<file path="src/rtl/rf_bist_ctrl_if.sv">
// rf_bist_ctrl_if -- bus bundle between the register-file BIST controller and
// its environment (register file port plus test control/status).
//
// Parameters: MEM_WIDTH (data width), MEM_DEPTH (locations), AW (address width).
// Signals:
//   Start   test request into the controller
//   RdData  register file read data, valid the cycle after RdEn
//   WrEn, RdEn, Address, WrData   register file access port
//   Busy, Done, Pass              test status
// Modports: master = controller side, slave = register file / test host side.
interface rf_bist_ctrl_if #(
   parameter int MEM_WIDTH = 16,
   parameter int MEM_DEPTH = 8,
   localparam int AW = (MEM_DEPTH > 1) ? $clog2(MEM_DEPTH) : 1
) ();
   logic                 Start;
   logic [MEM_WIDTH-1:0] RdData;
   logic                 WrEn;
   logic                 RdEn;
   logic [AW-1:0]        Address;
   logic [MEM_WIDTH-1:0] WrData;
   logic                 Busy;
   logic                 Done;
   logic                 Pass;

   modport master (
      input  Start, RdData,
      output WrEn, RdEn, Address, WrData, Busy, Done, Pass
   );

   modport slave (
      output Start, RdData,
      input  WrEn, RdEn, Address, WrData, Busy, Done, Pass
   );
endinterface

</file>
<file path="src/rtl/rf_bist_ctrl.sv">
// rf_bist_ctrl -- checkerboard BIST controller for a small register file.
//
// Runs two passes over the register file. Each pass writes every location
// (ascending), then reads each one back and compares it with the expected
// checkerboard value. Pass 0 uses P (alternating bits, bit0=1) at even
// addresses and ~P at odd addresses; pass 1 uses the inverse. The first
// mismatch aborts the test with Pass=0.
//
// Ports:
//   CLK        clock, rising edge
//   RST_n      asynchronous active-low reset
//   bus        rf_bist_ctrl_if.master: Start/RdData in; WrEn, RdEn, Address,
//              WrData, Busy, Done, Pass out (all registered)
//   Fail_Addr  address of the first mismatch   (only with BIST_ERR_CAPTURE_EN)
//   Fail_Data  read data of the first mismatch (only with BIST_ERR_CAPTURE_EN)
//
// Optional feature: define BIST_ERR_CAPTURE_EN to add the failure capture
// outputs. Without it those ports and registers do not exist.
module rf_bist_ctrl #(
   parameter int MEM_WIDTH = 16,
   parameter int MEM_DEPTH = 8,
   localparam int AW = (MEM_DEPTH > 1) ? $clog2(MEM_DEPTH) : 1
) (
   input  logic                 CLK,
   input  logic                 RST_n,
   rf_bist_ctrl_if.master       bus
`ifdef BIST_ERR_CAPTURE_EN
   ,
   output logic [AW-1:0]        Fail_Addr,
   output logic [MEM_WIDTH-1:0] Fail_Data
`endif
);

   typedef enum logic [2:0] {
      IDLE = 3'd0,
      WR   = 3'd1,
      RD   = 3'd2,
      CHK  = 3'd3,
      DONE = 3'd4
   } state_t;

   localparam logic [AW-1:0] LAST_ADDR = AW'(MEM_DEPTH - 1);

   // Base pattern: ones on even bit positions (16'h5555 for width 16).
   function automatic logic [MEM_WIDTH-1:0] alt_pat();
      logic [MEM_WIDTH-1:0] p;
      p = '0;
      for (int i = 0; i < MEM_WIDTH; i += 2) p[i] = 1'b1;
      return p;
   endfunction

   localparam logic [MEM_WIDTH-1:0] PAT = alt_pat();

   // Checkerboard value for a location: odd addresses and pass 1 each invert.
   function automatic logic [MEM_WIDTH-1:0] cb_val(input logic pass_sel,
                                                   input logic [AW-1:0] addr);
      return (pass_sel ^ addr[0]) ? ~PAT : PAT;
   endfunction

   state_t state;
   logic   pass_sel;
   // Set for the cycle between accepting Start and the first write, so the
   // test begins one edge after the Start sample.
   logic   go;

   always_ff @(posedge CLK or negedge RST_n) begin
      if (!RST_n) begin
         state       <= IDLE;
         go          <= 1'b0;
         pass_sel    <= 1'b0;
         bus.WrEn    <= 1'b0;
         bus.RdEn    <= 1'b0;
         bus.Address <= '0;
         bus.WrData  <= '0;
         bus.Busy    <= 1'b0;
         bus.Done    <= 1'b0;
         bus.Pass    <= 1'b0;
`ifdef BIST_ERR_CAPTURE_EN
         Fail_Addr   <= '0;
         Fail_Data   <= '0;
`endif
      end else begin
         case (state)
            IDLE: begin
               if (go) begin
                  go          <= 1'b0;
                  state       <= WR;
                  bus.WrEn    <= 1'b1;
                  bus.Address <= '0;
                  bus.WrData  <= cb_val(1'b0, '0);
                  bus.Busy    <= 1'b1;
               end else if (bus.Start) begin
                  // Accepting Start clears the previous result.
                  go       <= 1'b1;
                  pass_sel <= 1'b0;
                  bus.Pass <= 1'b0;
`ifdef BIST_ERR_CAPTURE_EN
                  Fail_Addr <= '0;
                  Fail_Data <= '0;
`endif
               end
            end

            WR: begin
               if (bus.Address == LAST_ADDR) begin
                  state       <= RD;
                  bus.WrEn    <= 1'b0;
                  bus.RdEn    <= 1'b1;
                  bus.Address <= '0;
               end else begin
                  bus.Address <= bus.Address + AW'(1);
                  bus.WrData  <= cb_val(pass_sel, bus.Address + AW'(1));
               end
            end

            // Single read strobe; data is compared in CHK.
            RD: begin
               state    <= CHK;
               bus.RdEn <= 1'b0;
            end

            CHK: begin
               if (bus.RdData != cb_val(pass_sel, bus.Address)) begin
                  state    <= DONE;
                  bus.Done <= 1'b1;
                  bus.Busy <= 1'b0;
                  bus.Pass <= 1'b0;
`ifdef BIST_ERR_CAPTURE_EN
                  Fail_Addr <= bus.Address;
                  Fail_Data <= bus.RdData;
`endif
               end else if (bus.Address != LAST_ADDR) begin
                  state       <= RD;
                  bus.RdEn    <= 1'b1;
                  bus.Address <= bus.Address + AW'(1);
               end else if (!pass_sel) begin
                  // End of pass 0: rewrite everything with the inverse.
                  pass_sel    <= 1'b1;
                  state       <= WR;
                  bus.WrEn    <= 1'b1;
                  bus.Address <= '0;
                  bus.WrData  <= cb_val(1'b1, '0);
               end else begin
                  state    <= DONE;
                  bus.Done <= 1'b1;
                  bus.Busy <= 1'b0;
                  bus.Pass <= 1'b1;
               end
            end

            DONE: begin
               state    <= IDLE;
               bus.Done <= 1'b0;
            end

            default: state <= IDLE;
         endcase
      end
   end

endmodule

</file>
<file path="src/flat_wrapper.sv">
// flat-port wrapper written by rule: the top's interface ports become plain ports
module rf_bist_ctrl_flat 
#(
   parameter int MEM_WIDTH = 16,
   parameter int MEM_DEPTH = 8,
   localparam int AW = (MEM_DEPTH > 1) ? $clog2(MEM_DEPTH) : 1
)
  (CLK, RST_n, bus_Start, bus_RdData, bus_WrEn, bus_RdEn, bus_Address, bus_WrData, bus_Busy, bus_Done, bus_Pass);
  rf_bist_ctrl_if #(.MEM_WIDTH(MEM_WIDTH), .MEM_DEPTH(MEM_DEPTH)) bus_i ();
  input  logic CLK;
  input  logic RST_n;
  input wire logic [$bits(bus_i.Start)-1:0] bus_Start;
  input wire logic [$bits(bus_i.RdData)-1:0] bus_RdData;
  output wire logic [$bits(bus_i.WrEn)-1:0] bus_WrEn;
  output wire logic [$bits(bus_i.RdEn)-1:0] bus_RdEn;
  output wire logic [$bits(bus_i.Address)-1:0] bus_Address;
  output wire logic [$bits(bus_i.WrData)-1:0] bus_WrData;
  output wire logic [$bits(bus_i.Busy)-1:0] bus_Busy;
  output wire logic [$bits(bus_i.Done)-1:0] bus_Done;
  output wire logic [$bits(bus_i.Pass)-1:0] bus_Pass;
  assign bus_i.Start = bus_Start;
  assign bus_i.RdData = bus_RdData;
  assign bus_WrEn = bus_i.WrEn;
  assign bus_RdEn = bus_i.RdEn;
  assign bus_Address = bus_i.Address;
  assign bus_WrData = bus_i.WrData;
  assign bus_Busy = bus_i.Busy;
  assign bus_Done = bus_i.Done;
  assign bus_Pass = bus_i.Pass;
  rf_bist_ctrl #(.MEM_WIDTH(MEM_WIDTH), .MEM_DEPTH(MEM_DEPTH)) u_core (.CLK(CLK), .RST_n(RST_n), .bus(bus_i));
endmodule
</file>
<file path="config.mk">
export PLATFORM = sky130hd
export DESIGN_NAME = rf_bist_ctrl_flat
export DESIGN_NICKNAME = d
export VERILOG_FILES = /design/src/rtl/rf_bist_ctrl_if.sv /design/src/rtl/rf_bist_ctrl.sv /design/src/flat_wrapper.sv
export SDC_FILE = /design/constraint.sdc
export NUM_CORES = 1
export LEC_CHECK = 0
export BUFFER_PORTS_ARGS = -buffer_cell sky130_fd_sc_hd__buf_2
export CAP_MARGIN = 20
export CORE_MARGIN = 2
export CORE_UTILIZATION = 43
export CTS_CLUSTER_SIZE = 40
export DETAILED_ROUTE_END_ITERATION = 8
export MAX_ROUTING_LAYER = met4
export PLACE_DENSITY = 0.75
export RECOVER_POWER = 25
export SKIP_LAST_GASP = 1
export SLEW_MARGIN = 15
export SYNTH_ARGS = -nofsm -noshare
export SYNTH_HDL_FRONTEND = slang
export SYNTH_SLANG_ARGS = --single-unit
</file>
<file path="constraint.sdc">
create_clock -name CLK -period 1.75 [get_ports CLK]
set_input_delay 0.0875 -clock CLK [delete_from_list [all_inputs] [get_ports CLK]]
set_output_delay 0.0875 -clock CLK [all_outputs]
set_load 0.005 [all_outputs]
</file>
After elaboration in Yosys (flattened, before gate mapping)
Index checks and enable logic that the tools add are counted.
{"block": "word_totals", "register_bits": 29, "inputBits": 19, "output_inout_bits": 24, "elab_cells": 93}
{"block": "classes", "add_sub_neg": 1, "eq_ne": 19, "muxes": 47, "bitwise_logic": 2, "n_reduce_logical": 14}
{"cell": "2-to-1 mux 16 bit", "n": 7}
{"cell": "one-hot mux 16 bit (3 select lines)", "n": 1}
{"cell": "2-to-1 mux 3 bit", "n": 10}
{"cell": "2-to-1 mux 1 bit", "n": 21}
{"cell": "inequality test 16 bit", "n": 1}
{"cell": "inequality test 2 bit, second input constant", "n": 6}
{"cell": "one-hot mux 3 bit (4 select lines)", "n": 1}
{"cell": "AND reduction 4 bit", "n": 3}
{"cell": "AND reduction 6 bit", "n": 2}
{"cell": "AND reduction 5 bit", "n": 2}
{"cell": "one-hot mux 3 bit (3 select lines)", "n": 1}
{"cell": "one-hot mux 1 bit (2 select lines)", "n": 4}
{"cell": "equality test 3 x 2 -> 1 bit, second input constant", "n": 2}
{"cell": "equality test 3 bit, second input constant", "n": 2}
{"cell": "inequality test 2 x 1 -> 1 bit, second input constant", "n": 3}
{"cell": "inequality test 3 bit, second input constant", "n": 2}
{"cell": "one-hot mux 1 bit (3 select lines)", "n": 2}
{"cell": "nonzero test 3 bit", "n": 2}
{"cell": "nonzero test 2 bit", "n": 2}
{"cell": "adder 3 x 1 -> 3 bit, second input constant", "n": 1}
{"cell": "equality test 3 x 1 -> 1 bit, second input constant", "n": 1}
{"cell": "logical NOT 3 bit", "n": 1}
{"cell": "inequality test 3 x 1 -> 1 bit, second input constant", "n": 1}
{"cell": "inequality test 3 x 2 -> 1 bit, second input constant", "n": 1}
{"cell": "other kinds (3)", "n": 4}

Depth between registers and ports, before layout
{"block": "depth", "ltp_word": 5, "ltp_mapped": 8, "ltp_nobuf": 7}

Worst setup path after synthesis
No wires, ideal clock.
{"block": "synth_path", "path_kind": "register to register", "from": "register u_core.bus.Address[0]", "to": "register u_core.bus.WrData[13]", "setup_ps": 125, "t_arrival_ps": 1671, "t_required_ps": 1625, "path_slack_ps": -46, "path_stages_with_launch": 7, "path_buffers": 0, "period_less_slack_ps": 1796, "cell_sequence": "dfrtp_1 -> ha_1 -> ha_1 -> o21ai_0 -> a21boi_0 -> a211o_1 -> mux2_4"}
{"block": "synth_via", "elab_chain_len": 5, "elab_cells_between_ends": 14, "classes_between": "1 x add/sub; 6 x eq/ne; 4 x mux; 2 x bitwise; 1 x reduce/logical"}
{"item": "start, declared", "line_no": "rf_bist_ctrl_if.sv:28", "source": "output WrEn, RdEn, Address, WrData, Busy, Done, Pass"}
{"item": "start signal, assigned", "line_no": "rf_bist_ctrl.sv:111", "source": "bus.Address <= bus.Address + AW'(1);"}
{"item": "start signal, assigned", "line_no": "rf_bist_ctrl.sv:135", "source": "bus.Address <= bus.Address + AW'(1);"}
{"item": "adder 3 x 1 -> 3 bit or XOR 1 bit (tied branches)"}
{"item": "XOR 1 bit or 2-to-1 mux 16 bit (tied branches)", "line_no": "rf_bist_ctrl.sv:57", "source": "return (pass_sel ^ addr[0]) ? ~PAT : PAT;"}
{"item": "2-to-1 mux 16 bit or inequality test 16 bit (tied branches)", "line_no": "rf_bist_ctrl.sv:57, rf_bist_ctrl.sv:123"}
{"item": "2-to-1 mux 16 bit or inequality test 2 bit (tied branches)"}
{"item": "one-hot mux 16 bit (3 select lines) or AND reduction 6 bit (tied branches)"}
{"item": "end signal, assigned", "line_no": "rf_bist_ctrl.sv:90", "source": "bus.WrData <= cb_val(1'b0, '0);"}
{"item": "end signal, assigned", "line_no": "rf_bist_ctrl.sv:112", "source": "bus.WrData <= cb_val(pass_sel, bus.Address + AW'(1));"}
{"item": "end signal, assigned", "line_no": "rf_bist_ctrl.sv:142", "source": "bus.WrData <= cb_val(1'b1, '0);"}
{"item": "end, declared", "line_no": "rf_bist_ctrl_if.sv:28"}
Parallel ways exist; a longest one is shown, timed or not. The select of a mux whose other input is x is not followed.
A chain may end at the register's enable or synchronous reset.

Worst setup path after layout
{"block": "layout_path", "from": "register u_core.pass_sel", "to": "register u_core.bus.WrData[13]"}
{"block": "layout_via", "elab_chain_len": 5, "elab_cells_between_ends": 10, "classes_between": "3 x eq/ne; 4 x mux; 2 x bitwise; 1 x reduce/logical"}
{"item": "start, declared", "line_no": "rf_bist_ctrl.sv:61", "source": "logic pass_sel;"}
{"item": "start signal, assigned", "line_no": "rf_bist_ctrl.sv:70", "source": "pass_sel <= 1'b0;"}
{"item": "start signal, assigned", "line_no": "rf_bist_ctrl.sv:95", "source": "pass_sel <= 1'b0;"}
{"item": "start signal, assigned", "line_no": "rf_bist_ctrl.sv:138", "source": "pass_sel <= 1'b1;"}
{"item": "XOR 1 bit", "line_no": "rf_bist_ctrl.sv:57"}
{"item": "2-to-1 mux 16 bit", "line_no": "rf_bist_ctrl.sv:57"}
{"item": "inequality test 16 bit", "line_no": "rf_bist_ctrl.sv:123", "source": "if (bus.RdData != cb_val(pass_sel, bus.Address)) begin"}
{"item": "inequality test 2 bit (no line)"}
{"item": "AND reduction 6 bit (no line)"}
Parallel ways exist; a longest one is shown, timed or not. The select of a mux whose other input is x is not followed.

==> qor.log <==
[synth] number of unique standard cell types used by synthesis 34
[power] power density relative to cell area 1378 nW/µm²
[cells_and_area] antenna diode count 0
[worst_setup_path] crit path capture type flip-flop
[grt] wire length of the first global-routing pass 4.209 mm
[sta] part of the cycle the worst path needs 0.9778
[drt] iteration-0 DRC count of the detailed router 46
[power] fraction of power consumed by combinational cells 0.587
[floorplan] site row count 18
[sta] maximum clock frequency 584.4 MHz
[power] Leak Pwr 0.6806 nW
[cts] CTS H-tree depth 1
[worst_setup_path] WP data required 1.92 ns
[worst_setup_path] critical path class flip-flop to flip-flop
[synth] mean cell area of the mapped netlist 8.402 µm²
[cts] clock transition time at the flip-flop clock pins of the worst setup and hold paths 0.08 ns
[worst_setup_path] startpoint type of the worst setup path flip-flop
[grt] overall fraction of global-route tracks in use 0.2026
[synth] EDFF count, synth 0
[grt] pin count of the biggest net entering global routing 16
[cells_and_area] layout cells sized above 1 0.4186
[synth] most common cell in the netlist sky130_fd_sc_hd__dfrtp_1
[power] Sequential Power Share 0.314
[placement] IO Port Bufs 42
[worst_setup_path] Reg2Reg Depth 4
[power] switching power summed over all nets 808.9 µW
[sta] post-layout min period 1.711 ns
[sta] sum of negative setup slack 0 ns
[hold_path] worst hold path cell count 3
[grt] global-route congestion overflow total 0
[synth] flop and latch count out of synthesis 15
[synth] Yosys warnings 0
[drt] mean number of vias per cell 5.564
[drt] router iterations before antenna repair 4
[worst_setup_path] launch instance of the worst register-to-register path u_core.pass_sel
[cts] clock sink count 15
[synth] Post-Synthesis Cell Area 1092 µm²
[sta] total setup violations reported at the end of the flow 0
[synth] Async S/R FF share, synth 1.000
[cts] clock buffer count from CTS 3
[drt] post-detailed-route wirelength per cell 13.70 µm
[sta] final hold violation count 0
[worst_setup_path] endpoint of the lowest-slack register-to-register path u_core.bus.WrData[13]
[synth] cell taking the most area after synthesis sky130_fd_sc_hd__dfrtp_1
[sta] Max Clock Skew 0.003393 ns
[floorplan] core box area 2432 µm²
[sta] Rel. slew slack 0.4515
[floorplan] full die area 2959 µm²
[power] fraction of power spent switching nets 0.4140
[cts] Root Driver sky130_fd_sc_hd__clkbuf_4
[hold_path] Hold Crit Endpoint u_core.go
[flow_run] max-capacitance violation count 0
[worst_setup_path] top fanout value on the critical path 4
[cts] maximum clock insertion buffer count 2
[power] maximum resistive drop on vdd 941.0 µV
[power] Power Internal 1.145 mW
[drt] sum of routed wire length over all layers 2.768 mm
[floorplan] Die H 54.40 µm
[drt] number of nets with antenna violations after routing 0
[floorplan] starting density of the core 0.4491
[placement] Placer Congestion 0.9292
[worst_setup_path] setup slack of the worst register-to-register path 0.04 ns
[sta] max-slew violation count 0
[synth] Main synth FF type sky130_fd_sc_hd__dfrtp_1
[synth] syn_nets 151
[grt] number of antenna violations at the first check in global routing 0
[placement] final HPWL from detailed placement 2.102 mm
[synth] cell types with the highest counts after synthesis sky130_fd_sc_hd__dfrtp_1, sky130_fd_sc_hd__buf_4, sky130_fd_sc_hd__nand2_1
[drt] via count 1,124
[floorplan] I/O pin count 43
[drt] Residual DRC 0
[placement] cell area after placement 1319 µm²
[cells_and_area] area growth from synthesis to layout 29.78%
[cells_and_area] total non-filler cell area in the finished layout 1418 µm²
[cts] TritonCTS clock tree yes
[grt] vias in the first global route 1,001
[synth] synth top area cells sky130_fd_sc_hd__dfrtp_1, sky130_fd_sc_hd__buf_4, sky130_fd_sc_hd__a21oi_1
[synth] sequential element share of the synthesized area 0.3436
[cells_and_area] nets 194
[status] result of the run completed
[power] power share of the clock group 0.100
[worst_setup_path] arrival time at the worst endpoint 1.88 ns
[power] overall power after layout 1.954 mW
[hold_path] startpoint of the tightest hold check path bus_Start
[cells_and_area] filler cell count 219
[synth] number of standard cells after synthesis 130
[cts] Clock Latency Late Sink 0.28 ns
[sta] actual slew at the worst max-slew pin 0.8227 ns
[floorplan] Chip Width 54.40 µm
[hold_path] path category of the worst min-delay check input port to flip-flop
[synth] top-area cell type share of the netlist area 0.3436
==> layout make-up <==
| type | count | area, µm² | share of cell area |
|---|---|---|---|
| clock buffer | 4 | 26.28 | 0.01853 |
| inverter | 5 | 18.77 | 0.01324 |
| multi-input combinational | 90 | 623.1 | 0.4395 |
| sequential | 15 | 376.6 | 0.2657 |
| tap | 30 | 37.54 | 0.02648 |
| timing repair buffer | 58 | 335.3 | 0.2365 |
==> cells in the final DEF (no fill, tap or decap), types with 2 or more instances in the layout <==
| cell type | count |
|---|---|
| sky130_fd_sc_hd__nor2_1 | 7 |
| sky130_fd_sc_hd__nand3_1 | 7 |
| sky130_fd_sc_hd__o211ai_1 | 2 |
| sky130_fd_sc_hd__nor4bb_1 | 4 |
| sky130_fd_sc_hd__dfrtp_1 | 14 |
| sky130_fd_sc_hd__nand2b_1 | 3 |
| sky130_fd_sc_hd__clkbuf_4 | 3 |
| sky130_fd_sc_hd__nand4_1 | 2 |
| sky130_fd_sc_hd__a21oi_1 | 10 |
| sky130_fd_sc_hd__buf_4 | 14 |
| sky130_fd_sc_hd__buf_2 | 41 |
| sky130_fd_sc_hd__o21ai_1 | 2 |
| sky130_fd_sc_hd__inv_1 | 5 |
| sky130_fd_sc_hd__clkbuf_1 | 2 |
| sky130_fd_sc_hd__o21ai_0 | 8 |
| sky130_fd_sc_hd__mux2i_1 | 2 |
| sky130_fd_sc_hd__o22ai_1 | 2 |
| sky130_fd_sc_hd__and4bb_1 | 3 |
| sky130_fd_sc_hd__nand2_1 | 13 |
| sky130_fd_sc_hd__o211a_1 | 2 |
==> registers in the layout (all words and copies together), names as in the netlist <==
signal,flops
u_core.bus.Address,3
u_core.bus.Busy,1
u_core.bus.Done,1
u_core.bus.Pass,1
u_core.bus.RdEn,1
u_core.bus.WrData,2
u_core.bus.WrEn,1
u_core.go,1
u_core.pass_sel,1
u_core.state,3
==> routing by layer <==
layer / track usage / vias to the layer above / share of wire
li1: - / 539 / -
met1: 0.2411 / 509 / 0.41
met2: 0.3353 / 70 / 0.49
met3: 0.05738 / 6 / 0.093
met4: 0.05417 / 0 / 0.0087
met5: - / - / 0
==> power groups by stage <==
stage	clock, mW	sequential (mW)	combinational [mW]
2_1_floorplan	0	0.592	0.790
3_3_place_gp	0	0.601	1.03
3_5_place_dp	0	0.611	1.06
4_1_cts	0.199	0.605	1.08
5_1_grt	0.222	0.637	1.28
6_report	0.195	0.613	1.15
==> per-stage QoR <==
stage | setup slack (ns) | utilization | instances | hold slack (ns)
detailed placement | -0.04172 | 0.5422 | 196 | 0.01197
CTS | -0.01794 | 0.5586 | 201 | 0.1205
floorplan | 0.003744 | - | 130 | -0.2081
global placement | -0.002764 | 0.5422 | 196 | 0.007075
finish | 0.03890 | 0.5828 | 202 | 0.1190
global route | -0.01239 | 0.5828 | 202 | 0.1499
==> cell families after synthesis <==
logic type | share of synthesized area
compound gates | 0.2073
xor+xnor | 0.01604
fa+ha+maj | 0.02291
buf+inv | 0.1340
flops | 0.3436
mux | 0.03207
simple gates | 0.2440
==> critical path, cell delays in order, from the launching register on <==
cell and delay (ns):
sky130_fd_sc_hd__dfrtp_1 0.45, sky130_fd_sc_hd__buf_6 0.16, sky130_fd_sc_hd__o32a_1 0.37, sky130_fd_sc_hd__a211o_1 0.33, sky130_fd_sc_hd__mux2_4 0.30
==> worst max path at each step <==
stage,from,depth (start not counted),endpoint,slack [ns]
floorplan,u_core.pass_sel,5,u_core.bus.WrData[13],0.004
global placement,u_core.bus.Address[0],6,u_core.bus.WrData[13],-0.003
global route,u_core.pass_sel,4,u_core.bus.WrData[13],-0.01
finish,u_core.pass_sel,4,u_core.bus.WrData[13],0.04
CTS,u_core.bus.Address[0],6,u_core.bus.WrData[13],-0.02
detailed placement,u_core.bus.Address[0],6,u_core.bus.WrData[13],-0.04
==> what timing repair did <==
item                                   CTS  global route
buffers inserted                         0             1
pin swaps                                1             5
resized for setup                        4            11
endpoints found under the hold margin   15             0
setup endpoints to repair                7             8
hold buffers                             1             0
No activity file was read; power rests on OpenSTA's default activity.
